--- config.mk ---
export PLATFORM = sky130hd
export DESIGN_NAME = stonet_hidden_neuron_p
export DESIGN_NICKNAME = d
export VERILOG_FILES = /design/src/rtl/stonet_hidden_neuron_p.sv
export SDC_FILE = /design/constraint.sdc
export NUM_CORES = 1
export LEC_CHECK = 0
export CORE_MARGIN = 2
export CORE_UTILIZATION = 30
export DETAILED_ROUTE_END_ITERATION = 7
export PLACE_DENSITY = 0.46
export SLEW_MARGIN = 20
export SYNTH_ARGS = -nofsm -noshare
export SYNTH_HDL_FRONTEND = slang
export SYNTH_SLANG_ARGS = --single-unit
--- constraint.sdc ---
create_clock -name clk -period 6.2 [get_ports clk]
set_input_delay 1.24 -clock clk [delete_from_list [all_inputs] [get_ports clk]]
set_output_delay 1.24 -clock clk [all_outputs]
set_load 0.03 [all_outputs]
--- src/rtl/stonet_hidden_neuron_p.sv ---
// Hidden neuron for the stochastic-spiking network: pipelined saturating
// adder tree feeding a membrane accumulator, one spike per block, feedback
// error/true accumulation and a delay line of trained membrane values.
module stonet_hidden_neuron_p #(
  parameter int              NIN      = 4,
  parameter int              WW       = 9,
  parameter int              AW       = 10,
  parameter int              NOUT     = 10,
  parameter int              FW       = 7,
  parameter logic [NOUT*FW-1:0] FB_INIT = '0,
  parameter int              FP_DEPTH = 4,
  parameter int              TH       = 160,
  parameter int              SLOPE    = 205,
  parameter logic [15:0]     SEED     = 16'hACE1
) (
  input  logic                clk,
  input  logic                resetn,
  input  logic [NIN*WW-1:0]   weights,
  input  logic                w_valid,
  input  logic                new_block,
  input  logic                gen_spike,
  input  logic                train,
  input  logic [3:0]          outaddr,
  input  logic                errspikes,
  input  logic                truespikes,
  input  logic                fb_we,
  input  logic [3:0]          fb_waddr,
  input  logic [FW-1:0]       fb_wdata,
  output logic                spike,
  output logic [AW-1:0]       fp,
  output logic [AW-1:0]       err,
  output logic [AW-1:0]       true,
  output logic                fp_valid
);

  // Tree is stored heap-style: node 0 is the root, leaves are NIN-1..2*NIN-2.
  localparam int NN = 2*NIN - 1;
  localparam int CW = $clog2(FP_DEPTH + 1);
  localparam int PW = AW + 32;
  localparam logic [AW-1:0]        SMAX    = {1'b0, {(AW-1){1'b1}}};
  localparam logic [AW-1:0]        SMIN    = {1'b1, {(AW-1){1'b0}}};
  localparam logic signed [PW-1:0] SLOPE_S = PW'(SLOPE);
  localparam logic signed [PW-1:0] TH_S    = PW'(TH);
  localparam logic signed [PW-1:0] PHALF   = PW'(2**(AW-1));
  localparam logic signed [PW-1:0] PMAX    = PW'(2**AW - 1);
  localparam logic [CW-1:0]        CFULL   = CW'(FP_DEPTH);

  // Signed add clamped to the AW-bit range; overflow seen in the top two bits.
  function automatic logic [AW-1:0] sat_add(input logic [AW-1:0] a, input logic [AW-1:0] b);
    logic [AW:0] s;
    s = {a[AW-1], a} + {b[AW-1], b};
    if (s[AW] != s[AW-1]) return s[AW] ? SMIN : SMAX;
    return s[AW-1:0];
  endfunction

  logic [NIN-1:0][AW-1:0]      wext;
  logic [NN-1:0][AW-1:0]       node;
  logic [AW-1:0]               internal;
  logic [NOUT-1:0][FW-1:0]     fb;
  logic [AW-1:0]               fb_rd;
  logic [AW-1:0]               errsig, truesig;
  logic [15:0]                 lfsr;
  logic [AW-1:0]               rnd;
  logic signed [PW-1:0]        prod, pv;
  logic [AW-1:0]               p;
  logic                        spike_buf;
  logic [FP_DEPTH-1:0][AW-1:0] dline;
  logic [CW-1:0]               cnt;

  // Per-lane sign extension of the incoming weights to accumulator width.
  genvar g;
  for (g = 0; g < NIN; g++) begin : g_lane
    assign wext[g] = {{(AW-WW){weights[g*WW+WW-1]}}, weights[g*WW +: WW]};
  end

  // Input registers and tree levels; new_block flushes anything in flight.
  always_ff @(posedge clk or negedge resetn) begin
    if (!resetn) begin
      node <= '0;
    end else if (new_block) begin
      node <= '0;
    end else begin
      for (int i = 0; i < NIN; i++) node[NIN-1+i] <= w_valid ? wext[i] : '0;
      for (int i = 0; i < NIN-1; i++) node[i] <= sat_add(node[2*i+1], node[2*i+2]);
    end
  end

  // Membrane accumulator.
  always_ff @(posedge clk or negedge resetn) begin
    if (!resetn)        internal <= '0;
    else if (new_block) internal <= '0;
    else                internal <= sat_add(internal, node[0]);
  end

  // Feedback read; out-of-range addresses contribute zero.
  always_comb begin
    fb_rd = '0;
    if (int'(outaddr) < NOUT) fb_rd = {{(AW-FW){fb[outaddr][FW-1]}}, fb[outaddr]};
  end

  // Feedback weight RAM; reads in the same cycle see the old value.
  always_ff @(posedge clk or negedge resetn) begin
    if (!resetn) fb <= FB_INIT;
    else if (fb_we && int'(fb_waddr) < NOUT) fb[fb_waddr] <= fb_wdata;
  end

  // Error / true feedback accumulators for the current block.
  always_ff @(posedge clk or negedge resetn) begin
    if (!resetn) begin
      errsig  <= '0;
      truesig <= '0;
    end else if (new_block) begin
      errsig  <= '0;
      truesig <= '0;
    end else begin
      if (errspikes)  errsig  <= sat_add(errsig, fb_rd);
      if (truespikes) truesig <= sat_add(truesig, fb_rd);
    end
  end

  // Sigmoid-approximate firing probability, evaluated at full product width.
  always_comb begin
    prod = $signed(internal) * SLOPE_S;
    pv   = (prod >>> 6) + PHALF;
    if ($signed(internal) > TH_S)       p = '1;
    else if ($signed(internal) < -TH_S) p = '0;
    else if (pv < 0)                    p = '0;
    else if (pv > PMAX)                 p = '1;
    else                                p = pv[AW-1:0];
  end

  assign rnd = lfsr[AW-1:0];

  // Fibonacci LFSR (taps 16,14,13,11) stepped once per spike evaluation.
  always_ff @(posedge clk or negedge resetn) begin
    if (!resetn) lfsr <= SEED;
    else if (gen_spike && !new_block) lfsr <= {lfsr[0] ^ lfsr[2] ^ lfsr[3] ^ lfsr[5], lfsr[15:1]};
  end

  // Spike candidate: stochastic when training, sign test otherwise.
  always_ff @(posedge clk or negedge resetn) begin
    if (!resetn)        spike_buf <= 1'b0;
    else if (new_block) spike_buf <= 1'b0;
    else if (gen_spike) spike_buf <= train ? (p > rnd) : ($signed(internal) > 0);
  end

  // Block-end publication; learning state only moves on trained blocks.
  always_ff @(posedge clk or negedge resetn) begin
    if (!resetn) begin
      spike <= 1'b0;
      err   <= '0;
      true  <= '0;
      dline <= '0;
      cnt   <= '0;
    end else if (new_block) begin
      spike <= spike_buf;
      if (train) begin
        dline[0] <= internal;
        for (int i = 1; i < FP_DEPTH; i++) dline[i] <= dline[i-1];
        err  <= errsig;
        true <= truesig;
        if (cnt != CFULL) cnt <= cnt + CW'(1);
      end
    end
  end

  assign fp       = dline[FP_DEPTH-1];
  assign fp_valid = (cnt == CFULL);

endmodule

After elaboration in Yosys (flattened, before gate mapping). Index checks and enable logic that the tools add are counted.

Add/subtract/negate cells: 8. Multiply operators: 1. Magnitude comparators: 11. Eq/ne operators: 8. Mux-type cells: 55. Bitwise gates (word level): 3. Reduce and logical (&&, ||, !) cells: 9.

Operators with widths (number): 10-bit two-way mux (32); 70-bit bitwise mux (1); 70-bit two-way mux (1); 10-bit by 10-bit adder with 11-bit output (6); 7-bit binary-select mux with 4-bit select (1); 7-bit demux with 4-bit select (1); 10-bit by 9-bit multiplier with 19-bit output (second input constant) (1); 1-bit two-way mux (17); 13-bit by 11-bit adder with 14-bit output (second input constant) (1); 14-bit by 11-bit > comparator with 1-bit output (second input constant) (1); 14-bit by 1-bit less-than comparator with 1-bit output (second input constant) (1); 7-bit two-way mux (2); 10-bit by 1-bit > comparator with 1-bit output (second input constant) (1); 10-bit > comparator (1); 10-bit by 9-bit > comparator with 1-bit output (second input constant) (1); 10-bit by 9-bit less-than comparator with 1-bit output (second input constant) (1); 4-bit by 5-bit less-than comparator with 1-bit output (second input constant) (2); 4-bit less-than comparator (second input constant) (2); 1-bit != test (6); 2-bit nonzero test (3); 4-bit by 1-bit >= comparator with 1-bit output (second input constant) (1); 3-bit by 1-bit adder with 3-bit output (second input constant) (1); 3-bit equality test (second input constant) (1); 1-bit logical AND (3); 5 further kinds (7).

Register bits: 251. Bits of input ports: 60. Output and inout bits: 32. Logic and storage cells: 125.

Logic depth before layout (Yosys ltp). Gate-level depths: netlist of the first run.

Depth after elaboration: 11. Depth in mapped cells: 28. Mapped depth without buffers: 28.

Worst setup path before layout of the first run. Ideal clock, no wire load.

Kind: flip-flop to flip-flop. From: reg internal[9]. To: reg spike_buf. Library setup time: 0.138 ns. Data arrival time: 6.374 ns. Required time: 6.062 ns. Setup slack: -0.312 ns. Cell stages (with the launch flop): 28. Path buffers: 1. Clock period less this slack: 6.512 ns. Cells stage by stage: dfrtp_1 > clkbuf_1 > clkinv_1 > ha_1 > ha_1 > fa_1 > inv_1 > fa_1 > inv_1 > ha_1 > a2111oi_4 > o21ai_2 > a41oi_2 > xnor2_1 > ha_1 > nand2_1 > or3_4 > a211oi_4 > a21oi_1 > ha_1 > nor2b_1 > o21a_1 > o21a_1 > o21a_1 > o21a_1 > o21ai_0 > and3b_1 > o22ai_1.

Longest elaborated chain between the ends: 11. Elaborated cells between the ends (all ways): 15. Those cells by class: 1 x add/sub; 1 x mul; 6 x order compare; 7 x mux.

Ends and longest elaborated chain: start, declared (RTL line 58) `logic [AW-1:0] internal;`; start signal, assigned (RTL line 92) `else internal <= sat_add(internal, node[0]);`; 10-bit by 9-bit multiplier with 19-bit output (RTL line 123) `prod = $signed(internal) * SLOPE_S;`; 13-bit by 11-bit adder with 14-bit output (RTL line 124) `pv = (prod >>> 6) + PHALF;`; 14-bit by 11-bit > comparator with 1-bit output (RTL line 128) `else if (pv > PMAX) p = '1;`; 10-bit two-way mux (RTL line 128); 10-bit two-way mux (RTL line 127) `else if (pv < 0) p = '0;`; 10-bit two-way mux (RTL line 126) `else if ($signed(internal) < -TH_S) p = '0;`; 10-bit two-way mux (RTL line 125) `if ($signed(internal) > TH_S) p = '1;`; 10-bit > comparator (RTL line 144) `else if (gen_spike) spike_buf <= train ? (p > rnd) : ($signed(internal) > 0);`; 1-bit two-way mux (*) (2 in a row) (RTL line 144); 1-bit two-way mux (*) (RTL line 143) `else if (new_block) spike_buf <= 1'b0;`; end signal, assigned (RTL line 144); end, declared (RTL line 66) `logic spike_buf;`.

Mark *: on every way between the ends. The rest lies on a longest branch, timed or not. The select of a mux whose other input is x is not followed. A chain may end at the register's enable or synchronous reset.

Final worst setup path of the first run.
From: reg internal[4]. To: reg spike_buf.

The elaborated chain is that of the path after synthesis.

==> flow_summary_export.csv, run 1 <==
group,metric,value,unit
floorplan,rows,80,
grt,overflow,0,
final_layout,stdcell_count,2075,
placed_design,dp_cells,2010,
final_layout,final_cell_mix,"dfrtp_1 (235), mux2_2 (128), ha_1 (124)",
final_layout,multiInputGateArea,8040,µm²
power,ir_drop,0.316,mV
final_layout,antennaDiodeCount,0,
route,viasPerCell,4.67,
power,leakage,8.17,nW
critical_path,reg2reg_depth,26,
synthesis,synth_area,14500,µm²
final_layout,finalInstanceArea,17700,µm²
route,first_pass_iters,4,
floorplan,coreArea,47700,µm²
critical_path,reg2reg_to,"spike_buf$_DFFE_PN0P_",
floorplan,die_area,50200,µm²
placed_design,port_buffers,91,
critical_path,timing.rr.start,"internal[4]$_DFF_PN0_",
timing,fmax,168,MHz
synthesis,ys_seq_area_frac,0.426,
final_layout,area.growth.synth_to_final,21.7,%
timing,maxSlewHeadroom,0.465,
outcome,status,"finished, final reports clean",
placed_design,place_area,16300,µm²
clock_tree,clk_latency,0.60,ns
synthesis,async_flop_share,1.00,
clock_tree,clockRootBuffer,"clkbuf_16",
floorplan,start_util,0.304,
clock_tree,numCtsBuffers,30,
placed_design,dp_hpwl,23200,µm
route,vias,9681,
timing,finClkSkew,0.0414,ns
grt,first_global_vias,9825,
critical_path,setup.worst_path.end_class,"flip-flop",
timing,rsz0062_at_grt,"yes",
synthesis,yosys_warnings,0,
critical_path,crit_type,"reg -> reg",
route,ant_nets,0,
route,wire_per_inst,15.1,µm
critical_path,startpoint,"internal[4]$_DFF_PN0_",
timing,hold_viol_final,0,
critical_path,cp-start-kind,"flip-flop",
worst_hold_path,min-delay-path-class,"reg -> reg",
synthesis,synth_cell_types,66,
job,drv_cap,0,
route,drc,0,
grt,track_usage,0.126,
placed_design,place_ws,-0.0306,ns
power,p_total,8.94,mW
timing,finalSetupViolCount,0,
synthesis,synth_nets,1544,
final_layout,fill_cells,4742,
clock_tree,cts_tree,"done",
timing,min_period_over_period,0.961,
floorplan,dieHeight,224,µm
clock_tree,clockBufferDepth,3,
grt,antenna_found_initial,0,
critical_path,path_max_fanout,4,
critical_path,rrSetupSlack,0.24,ns
final_layout,seq_area,6200,µm²
final_layout,layout_commonest_cell,"dfrtp_1",
final_layout,nets,1660,
timing,fin_crit,5.96,ns
timing,worst_slack,0.244,ns
floorplan,pin_count,92,
placed_design,place.gp.congestion,0.813,
critical_path,cp_data_arrival_time,6.37,ns
timing,tns,0,ns
synthesis,synth_edf_count,0,
final_layout,drive_above_1_share,0.214,
clock_tree,numClockSinks,247,
critical_path,worstPathRequired,6.61,ns
synthesis,ys_ff_latch,247,
route,drt_wl_total,31300,µm
synthesis,syn_inst,1320,
grt,grt_max_degree,74,
route,drt-initial-drc-count,378,
clock_tree,clk_pin_slew_worst_paths,0.06,ns
synthesis,avgSynthCellArea,11.0,µm²
floorplan,die_x,224,µm
timing,worst_pin_slew,0.799,ns
synthesis,yosys_most_used_dff,"dfrtp_1",
grt,grt_pass1_wl,51800,µm
timing,drv_slew,0,
critical_path,crit_end,"spike_buf$_DFFE_PN0P_",
clock_tree,htree_levels,1,
power,p_per_area,506,nW/µm²
==> critical path, cell delays in order, from the launching register on <==
cell       delay, ns
dfrtp_1         0.42
inv_2           0.09
ha_4            0.19
fa_1            0.47
fa_1            0.51
inv_1           0.05
fa_1            0.49
inv_2           0.05
ha_4            0.17
a2111oi_4       0.36
o21ai_2         0.12
a41oi_2         0.25
xnor2_2         0.10
buf_4           0.15
nor3b_2         0.15
or3_4           0.38
a211oi_4        0.25
a21oi_2         0.08
ha_1            0.33
nor2b_4         0.14
o21a_1          0.17
o21a_1          0.17
o21a_1          0.16
o21a_1          0.16
o21ai_1         0.13
and3b_1         0.17
o22ai_1         0.07
==> cell families (layout without fill, tap and decap cells) <==
logic type | count (synthesis) | after routing | share of synthesized area
and+or+nand+nor | 315 | 315 | 0.103
DFF | 247 | 247 | 0.426
AOI/OAI and AO/OA | 238 | 238 | 0.109
adders and majority gates | 173 | 173 | 0.161
muxes | 144 | 144 | 0.122
buffers and inverters | 134 | 274 | 0.0372
xor gates and xnor gates | 69 | 69 | 0.0416
==> report_power, final <==
part | switching (mW) | total [mW] | internal (mW)
sequential | 0.220 | 2.21 | 1.99
combinational | 2.53 | 4.89 | 2.36
clock | 0.700 | 1.84 | 1.14
total | 3.45 | 8.94 | 5.49
==> per-layer routing <==
| layer | vias up | track usage | part of all wire |
|---|---|---|---|
| li1 | 4848 | - | - |
| met1 | 4640 | 0.179 | 0.50 |
| met2 | 144 | 0.200 | 0.44 |
| met3 | 49 | 0.0207 | 0.034 |
| met4 | 0 | 0.0318 | 0.024 |
| met5 | - | 0 | 0 |
==> cells in the mapped netlist, types with 3 or more instances <==
library cell    n  area share
dfrtp_1       239        0.41
ha_1          138        0.12
mux2_2        128       0.099
nor2_1         97       0.025
nand2_1        83       0.021
a21oi_1        79       0.027
inv_1          79       0.020
o21ai_0        46       0.016
xnor2_1        44       0.027
and2_1         38       0.016
clkbuf_1       32      0.0083
nor3_1         31       0.011
o21a_1         27       0.014
fa_1           26       0.036
xor2_1         25       0.015
a21o_1         21       0.011
nand3_1        18      0.0062
mux4_2         14       0.022
buf_1          12      0.0031
nor2b_1        12      0.0052
buf_4          10      0.0052
maj3_1          9      0.0062
dfstp_2         8       0.014
nor3b_1         8      0.0041
o211ai_1        8      0.0041
a221oi_1        7      0.0042
o21bai_1        7      0.0036
a211oi_1        5      0.0026
a311oi_1        5      0.0030
nand2b_1        4      0.0017
nand3b_1        4      0.0021
or3_1           4      0.0017
a31o_2          3      0.0018
and3_1          3      0.0013
o311ai_0        3      0.0018
==> through the flow <==
stage	hold WS (ns)	util
3_5_place_dp	0.450	0.341
3_3_place_gp	0.448	0.341
6_report	0.460	0.370
4_1_cts	0.460	0.363
5_1_grt	0.482	0.370
2_1_floorplan	0.435	-
==> worst min-delay path by stage <==
| stage | slack [ns] | cells past startpoint | to | from |
|---|---|---|---|---|
| 3_3_place_gp | 0.45 | 2 | lfsr[13]$_DFFE_PN1P_ | lfsr[13]$_DFFE_PN1P_ |
| 5_1_grt | 0.48 | 2 | lfsr[13]$_DFFE_PN1P_ | lfsr[13]$_DFFE_PN1P_ |
| 4_1_cts | 0.46 | 2 | lfsr[13]$_DFFE_PN1P_ | lfsr[13]$_DFFE_PN1P_ |
| 3_5_place_dp | 0.45 | 2 | lfsr[13]$_DFFE_PN1P_ | lfsr[13]$_DFFE_PN1P_ |
| 2_1_floorplan | 0.43 | 2 | lfsr[10]$_DFFE_PN1P_ | lfsr[11]$_DFFE_PN1P_ |
| 6_report | 0.46 | 2 | lfsr[13]$_DFFE_PN1P_ | lfsr[13]$_DFFE_PN1P_ |
==> cell type report <==
| class | instances | area share |
|---|---|---|
| Sequential cell | 247 | 0.351 |
| Clock buffer | 43 | 0.0492 |
| Multi-Input combinational cell | 939 | 0.455 |
| Clock inverter | 13 | 0.0112 |
| Inverter | 80 | 0.0171 |
| Timing Repair Buffer | 138 | 0.0731 |
| Tap cell | 615 | 0.0436 |
==> flip-flops by register name (all words and copies together), names as in the netlist <==
name       count
lfsr          16
cnt            3
fp            10
truesig       10
node          66
errsig        10
internal      10
true          10
spike          1
spike_buf      1
err           10
fb            70
dline         30
==> timing repair <==
action,4_1_cts,5_1_grt
pin swaps,5,36
buffers inserted,1,8
gates resized for setup,8,51
endpoints found under the setup margin,1,1
hold buffers,0,0
(Power assumes the default switching activity.)
==> run 2: changes to the inputs <==
--- a/config.mk
+++ b/config.mk
@@ -6,10 +6,10 @@
 export NUM_CORES = 1
 export LEC_CHECK = 0
 export CORE_MARGIN = 2
-export CORE_UTILIZATION = 30
+export CORE_UTILIZATION = 51
 export DETAILED_ROUTE_END_ITERATION = 7
-export PLACE_DENSITY = 0.46
-export SLEW_MARGIN = 20
+export PLACE_DENSITY = 0.71
+export SLEW_MARGIN = 10
 export SYNTH_ARGS = -nofsm -noshare
 export SYNTH_HDL_FRONTEND = slang
 export SYNTH_SLANG_ARGS = --single-unit
==> flow_summary_export.csv, run 2 (synthesis gave the netlist of run 1 again) <==
group,metric,value,unit
outcome,status,"finished, final reports clean",
critical_path,crit_type,"reg -> reg",
route,met1_length,12900,µm
final_layout,finalInstanceArea,17200,µm²
route,drt-initial-drc-count,479,
power,leakage,8.06,nW
critical_path,reg2reg_depth,26,
clock_tree,cts_tree,"done",
route,viasPerCell,5.37,
timing,fin_crit,5.99,ns
clock_tree,clockBufferDepth,3,
final_layout,drive_above_1_share,0.210,
grt,first_global_vias,9925,
route,highest_layer,"met4",
route,wire_per_inst,15.3,µm
timing,hold_viol_final,0,
floorplan,start_util,0.520,
timing,finClkSkew,0.00858,ns
critical_path,worstPathRequired,6.59,ns
timing,tns,0,ns
clock_tree,clk_latency,0.53,ns
route,vias,9809,
clock_tree,clk_pin_slew_worst_paths,0.06,ns
timing,hold_ws,0.463,ns
route,first_pass_iters,5,
clock_tree,numCtsBuffers,27,
floorplan,coreArea,27900,µm²
final_layout,nets,1655,
final_layout,final_cell_mix,"dfrtp_1 (233), mux2_2 (128), ha_1 (126)",
worst_hold_path,min_path_cells,2,
critical_path,critPathTopFamily,"adder cells",
job,drv_cap,0,
timing,finalSetupViolCount,0,
timing,maxSlewHeadroom,0.370,
final_layout,area.growth.synth_to_final,18.2,%
final_layout,reg_top3,"fb (70), node (66), dline (30)",
route,met3_length,1060,µm
critical_path,crit_path_frequent_cell,"o21a_1",
timing,worst_pin_slew,0.942,ns
final_layout,largest_register_ffs,70,
critical_path,critical_path_buf_inv_count,3,
final_layout,stdcell_count,1828,
floorplan,die_area,29800,µm²
final_layout,largest_register,"fb",
critical_path,cpPeakStageDelay,0.54,ns
critical_path,timing.rr.start,"internal[3]$_DFF_PN0_",
power,ir_drop,0.344,mV
route,ant_nets,0,
grt,grt_pass1_wl,47400,µm
critical_path,cp_data_arrival_time,6.38,ns
critical_path,reg2reg_to,"spike_buf$_DFFE_PN0P_",
critical_path,path_max_fanout,5,
clock_tree,numClockSinks,247,
final_layout,antennaDiodeCount,0,
placed_design,port_buffers,91,
route,drc,0,
clock_tree,htree_levels,1,
placed_design,place_ws,-0.118,ns
placed_design,place_area,15900,µm²
placed_design,dp_hpwl,20000,µm
worst_hold_path,worstHoldEndpoint,"lfsr[13]$_DFFE_PN1P_",
placed_design,dp_cells,1762,
power,p_per_area,506,nW/µm²
floorplan,die_x,173,µm
final_layout,layout_commonest_cell,"dfrtp_1",
worst_hold_path,min-delay-path-class,"reg -> reg",
critical_path,cp-start-kind,"flip-flop",
timing,drv_slew,0,
critical_path,setup.worst_path.end_class,"flip-flop",
grt,track_usage,0.188,
timing,rsz0062_at_grt,"yes",
floorplan,dieHeight,173,µm
grt,antenna_found_initial,0,
clock_tree,clockRootBuffer,"clkbuf_16",
critical_path,rrSetupSlack,0.21,ns
timing,min_period_over_period,0.966,
critical_path,cp_slowest_cell,"fa_1",
floorplan,pin_count,92,
floorplan,rows,61,
clock_tree,ctsHoldBuffers,0,
timing,worst_slack,0.211,ns
worst_hold_path,hold_start,"lfsr[13]$_DFFE_PN1P_",
grt,grt_max_degree,157,
timing,fmax,167,MHz
placed_design,place.gp.congestion,0.835,
grt,overflow,0,
route,drt_wl_total,27900,µm
route,met2_length,13500,µm
-- run 2: where the power goes --
part	switching (mW)	total [mW]	leakage, nW	internal [mW]
logic	2.50	4.87	4.48	2.37
registers	0.217	2.21	3.15	1.99
clock network	0.637	1.61	0.431	0.971
total	3.35	8.68	8.06	5.33
-- run 2: worst max path at each step --
stage,cells past startpoint,slack [ns],to,from
CTS,27,0.009,spike_buf$_DFFE_PN0P_,internal[1]$_DFF_PN0_
floorplan,27,0.04,spike_buf$_DFFE_PN0P_,internal[9]$_DFF_PN0_
global placement,27,0.1,spike_buf$_DFFE_PN0P_,internal[2]$_DFF_PN0_
global route,27,-0.08,spike_buf$_DFFE_PN0P_,internal[3]$_DFF_PN0_
detailed placement,26,-0.12,spike_buf$_DFFE_PN0P_,internal[2]$_DFF_PN0_
finish,26,0.21,spike_buf$_DFFE_PN0P_,internal[3]$_DFF_PN0_
-- run 2: through the flow --
| stage | utilization | power, mW |
|---|---|---|
| 4_1_cts | 0.602 | 7.95 |
| 3_3_place_gp | 0.568 | 6.10 |
| 2_1_floorplan | - | 5.27 |
| 3_5_place_dp | 0.568 | 6.25 |
| 5_1_grt | 0.614 | 9.39 |
| 6_report | 0.614 | 8.68 |
-- run 2: cell type report --
| class | count | area (µm²) |
|---|---|---|
| timing repair buffer | 136 | 1270 |
| multi-input combinational | 939 | 8010 |
| tap | 378 | 473 |
| fill | 2272 | 10800 |
| inverter | 80 | 302 |
| clock inverter | 12 | 149 |
| sequential | 247 | 6200 |
| clock buffer | 36 | 749 |
-- run 2: worst min-delay path, cell delays in order, from the launching register on --
cell and delay (ns):
dfstp_2 0.37, nand2_1 0.05, nand2_1 0.05
-- run 2: repair_timing --
action                     in CTS  in global routing
hold endpoints to repair        0                  0
gates resized for setup         3                 55
setup buffers                   2                 16
setup endpoints to repair       1                  1
pin swaps                       3                 36
-- run 2: per-layer routing --
layer,up-vias,track usage
met1,4775,0.259
met3,39,0.0246
li1,4826,-
met4,0,0.0438
met2,169,0.319
met5,-,0
==> run 3: changes to the inputs <==
--- a/config.mk
+++ b/config.mk
@@ -7,6 +7,7 @@
 export LEC_CHECK = 0
 export CORE_MARGIN = 2
 export CORE_UTILIZATION = 51
+export CTS_BUF_LIST = sky130_fd_sc_hd__clkbuf_16
 export DETAILED_ROUTE_END_ITERATION = 7
 export PLACE_DENSITY = 0.71
 export SLEW_MARGIN = 10
==> flow_summary_export.csv, run 3 (synthesis gave the netlist of run 1 again) <==
group,metric,value,unit
outcome,status,"finished, final reports clean",
critical_path,crit_type,"reg -> reg",
clock_tree,clockBufferDepth,3,
final_layout,nets,1655,
power,ir_drop,0.345,mV
placed_design,dp_hpwl,20000,µm
route,met2_length,13500,µm
route,met3_length,1040,µm
timing,hold_viol_final,0,
route,drc,0,
floorplan,coreArea,27900,µm²
clock_tree,clk_latency,0.54,ns
worst_hold_path,min-delay-path-class,"reg -> reg",
clock_tree,htree_levels,1,
timing,rsz0062_at_grt,"yes",
clock_tree,cts_tree,"done",
timing,min_period_over_period,0.966,
critical_path,cp_data_arrival_time,6.38,ns
timing,worst_pin_slew,0.947,ns
route,met1_length,13000,µm
timing,finalSetupViolCount,0,
critical_path,path_max_fanout,5,
grt,track_usage,0.188,
route,wire_per_inst,15.2,µm
power,p_comb_frac,0.565,
floorplan,pin_count,92,
critical_path,worstPathRequired,6.59,ns
final_layout,largest_register_ffs,70,
final_layout,drive_above_1_share,0.207,
power,p_sw,3.35,mW
placed_design,dp_cells,1762,
worst_hold_path,worstHoldEndpoint,"lfsr[13]$_DFFE_PN1P_",
clock_tree,numCtsBuffers,27,
floorplan,dieHeight,173,µm
route,vias,9806,
power,p_per_area,504,nW/µm²
final_layout,reg_top3,"fb (70), node (66), dline (30)",
placed_design,place.gp.congestion,0.835,
power,internal_power,5.27,mW
power,swShare,0.389,
critical_path,timing.rr.start,"internal[3]$_DFF_PN0_",
critical_path,reg2reg_depth,26,
clock_tree,ctsHoldBuffers,0,
worst_hold_path,hold_start,"lfsr[13]$_DFFE_PN1P_",
floorplan,die_area,29800,µm²
final_layout,layout_commonest_cell,"dfrtp_1",
timing,maxSlewHeadroom,0.367,
grt,grt_pass1_wl,47300,µm
route,drt-initial-drc-count,440,
grt,grt_max_degree,157,
clock_tree,clk_pin_slew_worst_paths,0.06,ns
floorplan,rows,61,
final_layout,stdcell_count,1828,
timing,fmax,167,MHz
final_layout,final_cell_mix,"dfrtp_1 (233), mux2_2 (128), ha_1 (126)",
power,pwr-share-clk,0.180,
critical_path,reg2reg_to,"spike_buf$_DFFE_PN0P_",
route,first_pass_iters,5,
timing,drv_slew,0,
route,viasPerCell,5.36,
critical_path,rrSetupSlack,0.21,ns
job,drv_cap,0,
route,ant_nets,0,
final_layout,antennaDiodeCount,0,
floorplan,start_util,0.520,
timing,fin_crit,5.99,ns
critical_path,setup.worst_path.end_class,"flip-flop",
route,drt_wl_total,27900,µm
grt,antenna_found_initial,0,
power,pwr-share-seq,0.256,
clock_tree,clockRootBuffer,"clkbuf_16",
route,highest_layer,"met4",
floorplan,die_x,173,µm
placed_design,port_buffers,91,
critical_path,cp-start-kind,"flip-flop",
final_layout,largest_register,"fb",
power,leakage,8.06,nW
final_layout,fill_cells,2287,
worst_hold_path,min_path_cells,2,
power,p_total,8.63,mW
clock_tree,numClockSinks,247,
final_layout,area.growth.synth_to_final,17.9,%
final_layout,finalCoreUtilization,0.613,
grt,overflow,0,
timing,finClkSkew,0.0122,ns
grt,first_global_vias,9910,
run 3: worst max-delay path by stage:
stage,start,endpoint,cells past startpoint
after global placement,internal[2]$_DFF_PN0_,spike_buf$_DFFE_PN0P_,27
after detailed placement,internal[2]$_DFF_PN0_,spike_buf$_DFFE_PN0P_,26
after global routing,internal[3]$_DFF_PN0_,spike_buf$_DFFE_PN0P_,27
after CTS,internal[1]$_DFF_PN0_,spike_buf$_DFFE_PN0P_,27
after floorplan,internal[9]$_DFF_PN0_,spike_buf$_DFFE_PN0P_,27
final,internal[3]$_DFF_PN0_,spike_buf$_DFFE_PN0P_,26
run 3: power groups by stage:
stage          Clock (mW)  Combinational (mW)  Sequential [mW]
2_1_floorplan           0                3.04             2.23
3_3_place_gp            0                3.89             2.22
3_5_place_dp            0                4.02             2.23
4_1_cts              1.60                4.09             2.21
5_1_grt              1.66                5.41             2.25
6_report             1.55                4.87             2.20
run 3: layout make-up:
type / count / area, µm² / area share
multi-input combinational: 939 / 8010 / 0.468
sequential: 247 / 6200 / 0.362
timing repair buffer: 136 / 1270 / 0.0744
clock buffer: 27 / 676 / 0.0395
tap: 378 / 473 / 0.0276
inverter: 80 / 302 / 0.0176
clock inverter: 21 / 183 / 0.0107
run 3: stage by stage:
step	hold slack, ns	cell area [µm²]	setup TNS, ns	setup slack (ns)
6_report	0.463	17100	0	0.210
5_1_grt	0.472	17100	-0.0742	-0.0742
4_1_cts	0.466	16800	0	0.0103
3_5_place_dp	0.455	15900	-0.118	-0.118
3_3_place_gp	0.444	15900	0	0.0960
2_1_floorplan	0.435	14500	0	0.0406
run 3: metal layers:
layer,track usage,vias up
met2,0.317,162
met4,0.0424,0
met5,0,-
met3,0.0251,32
li1,-,4832
met1,0.260,4780
run 3: repair_timing:
item,4_1_cts,5_1_grt
hold endpoints to repair,0,0
buffers inserted,2,16
resized for setup,3,55
endpoints found under the setup margin,1,1
pin swaps,3,36
run 3: critical path, stage by stage, from the launching register on:
cell and delay, ns:
dfrtp_1 0.40, inv_1 0.14, ha_4 0.22, fa_2 0.45, fa_1 0.50, inv_1 0.06, fa_1 0.54, inv_1 0.07
ha_4 0.30, o21ai_2 0.07, o21ai_2 0.18, a41oi_2 0.16, xnor2_2 0.23, ha_2 0.22, nand2_2 0.06, or3_4 0.42
a211oi_4 0.26, a21oi_2 0.08, ha_1 0.31, nor2b_4 0.13, o21a_1 0.16, o21a_1 0.16, o21a_1 0.17, o21a_1 0.17
o21ai_1 0.12, and3b_1 0.18, o22ai_2 0.07
